===== config.mk =====
export PLATFORM = sky130hd
export DESIGN_NAME = dino_jump_controller_flat
export DESIGN_NICKNAME = d
export VERILOG_FILES = /design/src/rtl/dino_jump_controller_if.sv /design/src/rtl/dino_jump_controller.sv /design/src/flat_wrapper.sv
export SDC_FILE = /design/constraint.sdc
export NUM_CORES = 1
export LEC_CHECK = 0
export BUFFER_PORTS_ARGS = -buffer_cell sky130_fd_sc_hd__buf_2
export CORE_MARGIN = 4
export CORE_UTILIZATION = 53
export CTS_CLUSTER_SIZE = 24
export DETAILED_ROUTE_END_ITERATION = 12
export HOLD_SLACK_MARGIN = 0.1
export PLACE_DENSITY = 0.88
export SLEW_MARGIN = 0
export SYNTH_ARGS = -nofsm -noshare
export SYNTH_HDL_FRONTEND = slang
export SYNTH_SLANG_ARGS = --single-unit

===== constraint.sdc =====
create_clock -name clk -period 3.04 [get_ports clk]
set_clock_uncertainty 0.15 [all_clocks]
set_input_delay 0.152 -clock clk [delete_from_list [all_inputs] [get_ports clk]]
set_output_delay 0.152 -clock clk [all_outputs]
set_load 0.01 [all_outputs]

===== src/rtl/dino_jump_controller_if.sv =====
// Dino jump controller bus: button/frame inputs and sprite coordinate outputs.
interface dino_jump_controller_if;
  logic        jump;
  logic        screenEnd;
  logic [31:0] x_coor;
  logic [31:0] y_coor;
  logic        airborne;
  logic        frame_done;

  modport master (
    output jump,
    output screenEnd,
    input  x_coor,
    input  y_coor,
    input  airborne,
    input  frame_done
  );

  modport slave (
    input  jump,
    input  screenEnd,
    output x_coor,
    output y_coor,
    output airborne,
    output frame_done
  );
endinterface


===== src/rtl/dino_jump_controller.sv =====
// Frame-synchronous dino jump sequencer: ground / air / cooldown with integer gravity.
module dino_jump_controller #(
  parameter int unsigned GROUND_Y = 400,
  parameter int unsigned X_POS    = 100,
  parameter int unsigned JUMP_V0  = 18,
  parameter int unsigned GRAVITY  = 1,
  parameter int unsigned COOLDOWN = 2
) (
  input  logic                   clk,
  input  logic                   reset,
  dino_jump_controller_if.slave  bus
);

  typedef enum logic [1:0] {
    S_GROUND,
    S_AIR,
    S_COOL
  } state_t;

  localparam logic [9:0]        GROUND_Y_C = 10'(GROUND_Y);
  localparam logic [9:0]        LAUNCH_Y   = 10'(GROUND_Y - JUMP_V0);
  localparam logic signed [7:0] LAUNCH_V   = 8'(JUMP_V0 - GRAVITY);
  localparam logic signed [7:0] GRAVITY_C  = 8'(GRAVITY);
  localparam logic [3:0]        CD_INIT    = 4'(COOLDOWN);

  state_t             state;
  logic [9:0]         y;
  logic signed [7:0]  v;
  logic [3:0]         cd;
  logic               pending;
  logic               airborne_q;
  logic               frame_done_q;
  logic               js1, js2, js_q;
  logic               se_q;

  logic               press;
  logic               tick;
  logic signed [10:0] y_next;

  assign press  = js2 & ~js_q;
  assign tick   = bus.screenEnd & ~se_q;
  // Upward velocity is positive while rows grow downward, hence y - v.
  assign y_next = $signed({1'b0, y}) - 11'(v);

  assign bus.x_coor     = 32'(X_POS);
  assign bus.y_coor     = {22'd0, y};
  assign bus.airborne   = airborne_q;
  assign bus.frame_done = frame_done_q;

  // Button synchronizer, edge detectors and the ground/air/cooldown state machine.
  always_ff @(posedge clk or posedge reset) begin
    if (reset) begin
      state        <= S_GROUND;
      y            <= GROUND_Y_C;
      v            <= '0;
      cd           <= '0;
      pending      <= 1'b0;
      airborne_q   <= 1'b0;
      frame_done_q <= 1'b0;
      // Preset high so a button or strobe held across reset release is not an edge.
      js1          <= 1'b1;
      js2          <= 1'b1;
      js_q         <= 1'b1;
      se_q         <= 1'b1;
    end else begin
      js1          <= bus.jump;
      js2          <= js1;
      js_q         <= js2;
      se_q         <= bus.screenEnd;
      frame_done_q <= tick;

      case (state)
        S_GROUND: begin
          if (tick && (pending || press)) begin
            y          <= LAUNCH_Y;
            v          <= LAUNCH_V;
            pending    <= 1'b0;
            airborne_q <= 1'b1;
            state      <= S_AIR;
          end else if (press) begin
            pending <= 1'b1;
          end
        end

        S_AIR: begin
          if (tick) begin
            if (y_next >= $signed({1'b0, GROUND_Y_C})) begin
              y          <= GROUND_Y_C;
              v          <= '0;
              cd         <= CD_INIT;
              airborne_q <= 1'b0;
              state      <= (COOLDOWN == 0) ? S_GROUND : S_COOL;
            end else begin
              y <= y_next[9:0];
              v <= v - GRAVITY_C;
            end
          end
        end

        S_COOL: begin
          if (tick) begin
            if (cd <= 4'd1) begin
              cd    <= '0;
              state <= S_GROUND;
            end else begin
              cd <= cd - 4'd1;
            end
          end
        end

        default: begin
          state      <= S_GROUND;
          airborne_q <= 1'b0;
        end
      endcase
    end
  end

endmodule


===== src/flat_wrapper.sv =====
// flat-port wrapper written by rule: the top's interface ports become plain ports
module dino_jump_controller_flat 
#(
  parameter int unsigned GROUND_Y = 400,
  parameter int unsigned X_POS    = 100,
  parameter int unsigned JUMP_V0  = 18,
  parameter int unsigned GRAVITY  = 1,
  parameter int unsigned COOLDOWN = 2
)
  (clk, reset, bus_jump, bus_screenEnd, bus_x_coor, bus_y_coor, bus_airborne, bus_frame_done);
  dino_jump_controller_if bus_i ();
  input  logic clk;
  input  logic reset;
  input wire logic [$bits(bus_i.jump)-1:0] bus_jump;
  input wire logic [$bits(bus_i.screenEnd)-1:0] bus_screenEnd;
  output wire logic [$bits(bus_i.x_coor)-1:0] bus_x_coor;
  output wire logic [$bits(bus_i.y_coor)-1:0] bus_y_coor;
  output wire logic [$bits(bus_i.airborne)-1:0] bus_airborne;
  output wire logic [$bits(bus_i.frame_done)-1:0] bus_frame_done;
  assign bus_i.jump = bus_jump;
  assign bus_i.screenEnd = bus_screenEnd;
  assign bus_x_coor = bus_i.x_coor;
  assign bus_y_coor = bus_i.y_coor;
  assign bus_airborne = bus_i.airborne;
  assign bus_frame_done = bus_i.frame_done;
  dino_jump_controller #(.GROUND_Y(GROUND_Y), .X_POS(X_POS), .JUMP_V0(JUMP_V0), .GRAVITY(GRAVITY), .COOLDOWN(COOLDOWN)) u_core (.clk(clk), .reset(reset), .bus(bus_i));
endmodule

# --- Word-level counts from Yosys, hierarchy flattened ---
# Cells that the tools add are included.
totals:
  reg_bits: 31
op_classes:
  n_reduce_logical: 11
  muxes: 25
  n_bitwise: 5
  magnitude_cmp: 2
  eq_ne: 7
  add_sub_neg: 3
op_table:
  columns: ["op", "n"]
  rows:
  - ["10-bit two-way mux", 3]
  - ["8-bit two-way mux", 3]
  - ["10-bit case mux with 2 select lines", 1]
  - ["4-bit two-way mux", 4]
  - ["8-bit case mux with 2 select lines", 1]
  - ["11-bit by 10-bit greater-or-equal comparator with 1-bit output (second input constant)", 1]
  - ["11-bit by 8-bit subtractor with 11-bit output", 1]
  - ["2-bit two-way mux", 5]
  - ["2-bit by 1-bit inequality test with 1-bit output (second input constant)", 5]
  - ["4-bit case mux with 2 select lines", 1]
  - ["4-bit AND reduction", 2]
  - ["8-bit by 2-bit subtractor with 8-bit output (second input constant)", 1]
  - ["2-bit case mux with 3 select lines", 1]
  - ["2-bit nonzero test", 3]
  - ["1-bit two-way mux", 5]
  - ["5-bit AND reduction", 1]
  - ["4-bit by 1-bit less-or-equal comparator with 1-bit output (second input constant)", 1]
  - ["4-bit by 1-bit subtractor with 4-bit output (second input constant)", 1]
  - ["1-bit inverter", 3]
  - ["1-bit case mux with 3 select lines", 1]
  - ["3-bit AND reduction", 1]
  - ["1-bit AND", 2]
  - ["2-bit by 1-bit == test with 1-bit output (second input constant)", 1]
  - ["2-bit == test (second input constant)", 1]
  - ["other kinds (4)", 4]

# --- Logic depth before layout (Yosys ltp) ---
depth:
  depth_word: 6
  mapped_depth: 10

# --- Least setup slack after synthesis ---
# No wires, ideal clock.
synth_timing:
  path_type: "register to register"
  start: "register u_core.y[0]"
  end: "register u_core.cd[1]"
  stages_incl_launch_ff: 10
  required_ps: 2759
  t_arrival_ps: 2553
  n_path_buf: 0
  path_slack_ps: 206
  path_cell_list: "dfrtp_1 -> inv_1 -> ha_1 -> fa_1 -> nand2b_1 -> a211oi_4 -> o31ai_4 -> a311oi_4 -> nor3_4 -> or3_1"
synth_between:
  elab_chain_len: 4
synth_lines:
  columns: ["element", "line", "text"]
  rows:
  - ["from (decl)", "dino_jump_controller.sv:27", "logic [9:0] y;"]
  - ["from (signal assigned)", "dino_jump_controller.sv:94", "y <= y_next[9:0];"]
  - ["11-bit by 8-bit subtractor with 11-bit output", "dino_jump_controller.sv:43", "assign y_next = $signed({1'b0, y}) - 11'(v);"]
  - ["11-bit by 10-bit greater-or-equal comparator with 1-bit output", "dino_jump_controller.sv:87", "if (y_next >= $signed({1'b0, GROUND_Y_C})) begin"]
  - ["2-bit by 1-bit inequality test with 1-bit output (no line)", null, null]
  - ["4-bit AND reduction (no line)", null, null]
  - ["to (signal assigned)", "dino_jump_controller.sv:106", "cd <= cd - 4'd1;"]
  - ["to (decl)", "dino_jump_controller.sv:29", "logic [3:0] cd;"]
# No other way between the ends.
# A chain may end at the register's enable or synchronous reset.

# --- Final worst setup path ---
# Same ends and word-level chain as after synthesis.

==> results by group <==
Run status
  – Status: completed

Yosys
  – Distinct cells, synth: 62
  – Post-Synth Adder-Cell Area: 7.08%
  – Ys flop type: dfrtp_1
  – Post-synthesis xor/xnor area fraction: 3.05%
  – Cells after Synth: 288
  – Post-synth ARST share: 100%
  – Post-synthesis mux area share: 0%
  – Simple-gate share of the synthesized area: 16.1%
  – Ys Warns: 0
  – Avg Inst Size Synth: 8.96 um^2
  – Sequential-to-total area share from yosys stat: 30.4%
  – Top post-synthesis cells by area: dfrtp_1 (23%), buf_4 (16%), dfstp_2 (7.1%), ha_1 (6.3%), a21oi_1 (4.1%)
  – Netlist Area Pre-Place: 2580 um^2
  – Largest family of logic cells by synthesized area: compound AO/OA/AOI/OAI gates
  – Post-synthesis compound-gate area fraction: 24.0%
  – Synthesis-stage register bit count: 31
  – Number of synthesized flops with an enable pin: 0
  – Synth top area share: 23.3%
  – Area leader, netlist: dfrtp_1

Clock tree
  – CTS tree: done
  – Bufs on Longest Clock Path: 2
  – Number of clock sinks: 31
  – Worst skew pair latency: 0.29 ns
  – Inserted Clock Buffers: 5
  – CTS Root Cell: clkbuf_8
  – Clk pin slew, worst setup/hold paths: 0.07 ns
  – H-tree depth: 2

Detailed routing
  – Drt total wl: 5670 um
  – DRT Pass-1 Iters: 4
  – DRC Markers: 0
  – Via/cell ratio: 5.35
  – Via count: 2080
  – Average wire per standard cell: 14.6 um
  – Post-route ant nets: 0
  – First DRT Iteration DRCs: 134

Worst setup path
  – CP Max Fanout: 5
  – Worst reg2reg path depth: 11
  – CP Buf/Inv Count: 2
  – R2R setup slack: 0.04 ns
  – Critical path class: reg2reg
  – CP peak stage delay: 0.41 ns
  – Worst endpoint required time: 3.11 ns
  – Critical path cell sequence: inv_1 -> ha_2 -> fa_2 -> nand2b_4 -> a211oi_4 -> o31ai_4 -> xor2_2 -> o31a_4 -> nor3_4 -> clkbuf_16 -> or3_1
  – Crit path launch type: flop
  – Crit-path leading delay family: compound AO/OA/AOI/OAI gates
  – FF-to-FF Start: u_core.y[0]
  – Path length in cells of the critical path: 11
  – CP arrival: 3.07 ns
  – Worst setup path startpoint: u_core.y[0]
  – Slowest CP cell: o31a_4
  – CP endpoint kind: flop

GRT
  – Largest net degree at the start of global routing: 24
  – GRT Total Usage: 18.0%
  – Initial antenna violation count: 0
  – First-pass GRT wire length: 8760 um
  – Vias in the first global route: 1846
  – GR Overflow Total: 0

Layout
  – Share of layout cells above drive strength 1: 21.1%
  – Commonest non-fill, non-tap cells in the layout: conb_1 (54), dfrtp_1 (24), a21oi_1 (21)
  – # diodes: 0
  – Fill cells: 383
  – Area growth, synth to finish: 8.48%
  – Nets: 339
  – Most common cell after layout, fill and taps aside: conb_1
  – Final core area utilization: 59.3%

Die
  – Die ar.: 6050 um^2
  – Width of the die: 77.8 um
  – Io pins: 70
  – Num rows: 25
  – Initial core utilization: 54.6%
  – Area of the core: 4720 um^2
  – Die Span Y: 77.8 um

Timing
  – Relative slew margins: 51.9%
  – Final-report hold violation count: 0
  – PnR worst setup slack: 0.0397 ns
  – Unrepaired setup endpoints after global routing: yes
  – Minimum clock period: 3.00 ns
  – Tcrit/Tclk final: 98.7%
  – Fmax: 333 MHz
  – Final slew viol count: 0
  – Slew @ Worst Pin: 0.715 ns
  – Final Setup Violations: 0

Placed design
  – Pre-CTS WS: 0.0295 ns
  – DP HPWL: 4080 um
  – Global placement routability congestion: 0.889
  – IO buf count: 15

Worst hold path
  – Min-delay worst type: in2async

Power
  – Peak VDD IR: 667 uV
  – PD cells: 1240 nW/um^2
  – Leakage: 1.27 nW

Run
  – MaxCap Viol Count: 0
## kinds of logic (layout without fill, tap and decap cells)
logic type | Yosys count | in the layout
XOR/XNOR | 6 | 6
flip-flops | 31 | 31
AO/OA/AOI/OAI | 79 | 79
adder cells (fa/ha/maj) | 14 | 14
buffers and inverters | 77 | 59
AND/OR/NAND/NOR | 79 | 79
other | 2 | 54
## cells in the mapped netlist, types with 4 or more instances
cell      count
a211oi_1      5
a21oi_1      21
buf_4        54
clkbuf_1      4
dfrtp_1      24
dfstp_2       7
ha_1         13
inv_1        19
nand2_1      14
nand2b_1      7
nor2_1       20
nor2b_1       4
nor3_1        9
nor4_1        4
o21ai_0       8
o21ai_1       5
o22ai_1       4
xnor2_1       4
## layer usage
metal  part of all wire (%)  vias up  track usage (%)
li1                       -      976                -
met1                     38      978             21.9
met2                     50      108             30.1
met3                    8.3       18             3.94
met4                    3.6        0             8.72
met5                      0        -                0
## power breakdown
part / internal (mW) / switching, mW / total (mW)
Clock: 0.206 / 0.143 / 0.349
Sequential: 0.563 / 0.147 / 0.710
Combinational: 1.03 / 1.38 / 2.41
Total: 1.80 / 1.67 / 3.47
## through the flow
step / area (um^2) / hold WS (ns) / power, mW / instances / TNS, ns
CTS: 2700 / 0.205 / 3.29 / 382 / 0
floorplan: 2780 / 0.00648 / 2.50 / 340 / 0
detailed placement: 2570 / -0.0287 / 2.92 / 371 / 0
global route: 2800 / 0.207 / 3.74 / 389 / -0.433
global placement: 2570 / -0.0306 / 2.83 / 371 / 0
finish: 2800 / 0.206 / 3.47 / 389 / 0
## flip-flops by register name (all words and copies together) (netlist names)
signal                 cells
u_core.v                   8
u_core.js1                 1
u_core.se_q                1
u_core.y                  10
u_core.js2                 1
u_core.js_q                1
u_core.cd                  4
u_core.bus.frame_done      1
u_core.bus.airborne        1
u_core.pending             1
u_core.state               2
## final timing paths
check / endpoint
setup / recovery: u_core.cd[1]
hold / removal: u_core.v[2]
min in group clk: u_core.js2
hold reg to reg: u_core.js2
max in group asynchronous: u_core.y[7]
setup reg to reg: u_core.cd[1]
## repair_timing
item                                    4_1_cts  5_1_grt
endpoints found under the setup margin        0       15
hold buffers                                  3        0
gates resized for setup                       0        4
buffers inserted                              0        6
hold endpoints to repair                     27        0
## layout make-up
type,instances,area [um^2],area share (%)
repair buffers,32,240,8.58
inverters,19,71.3,2.55
multi-input cells,232,1520,54.3
well taps,67,83.8,2.99
flip-flops and latches,31,785,28.0
clock buffers,8,100,3.57
## worst register-to-register path: cells and delay by family, from the launching register on
| family | cells | cell delay, ns |
|---|---|---|
| adders and majority gates | 2 | 0.54 |
| and+or+nand+nor | 3 | 0.54 |
| DFF | 1 | 0.37 |
| buffers and inverters | 2 | 0.26 |
| xor gates and xnor gates | 1 | 0.24 |
| AOI/OAI and AO/OA | 3 | 0.83 |
Note: power is estimated with default switching activity, not from simulation.
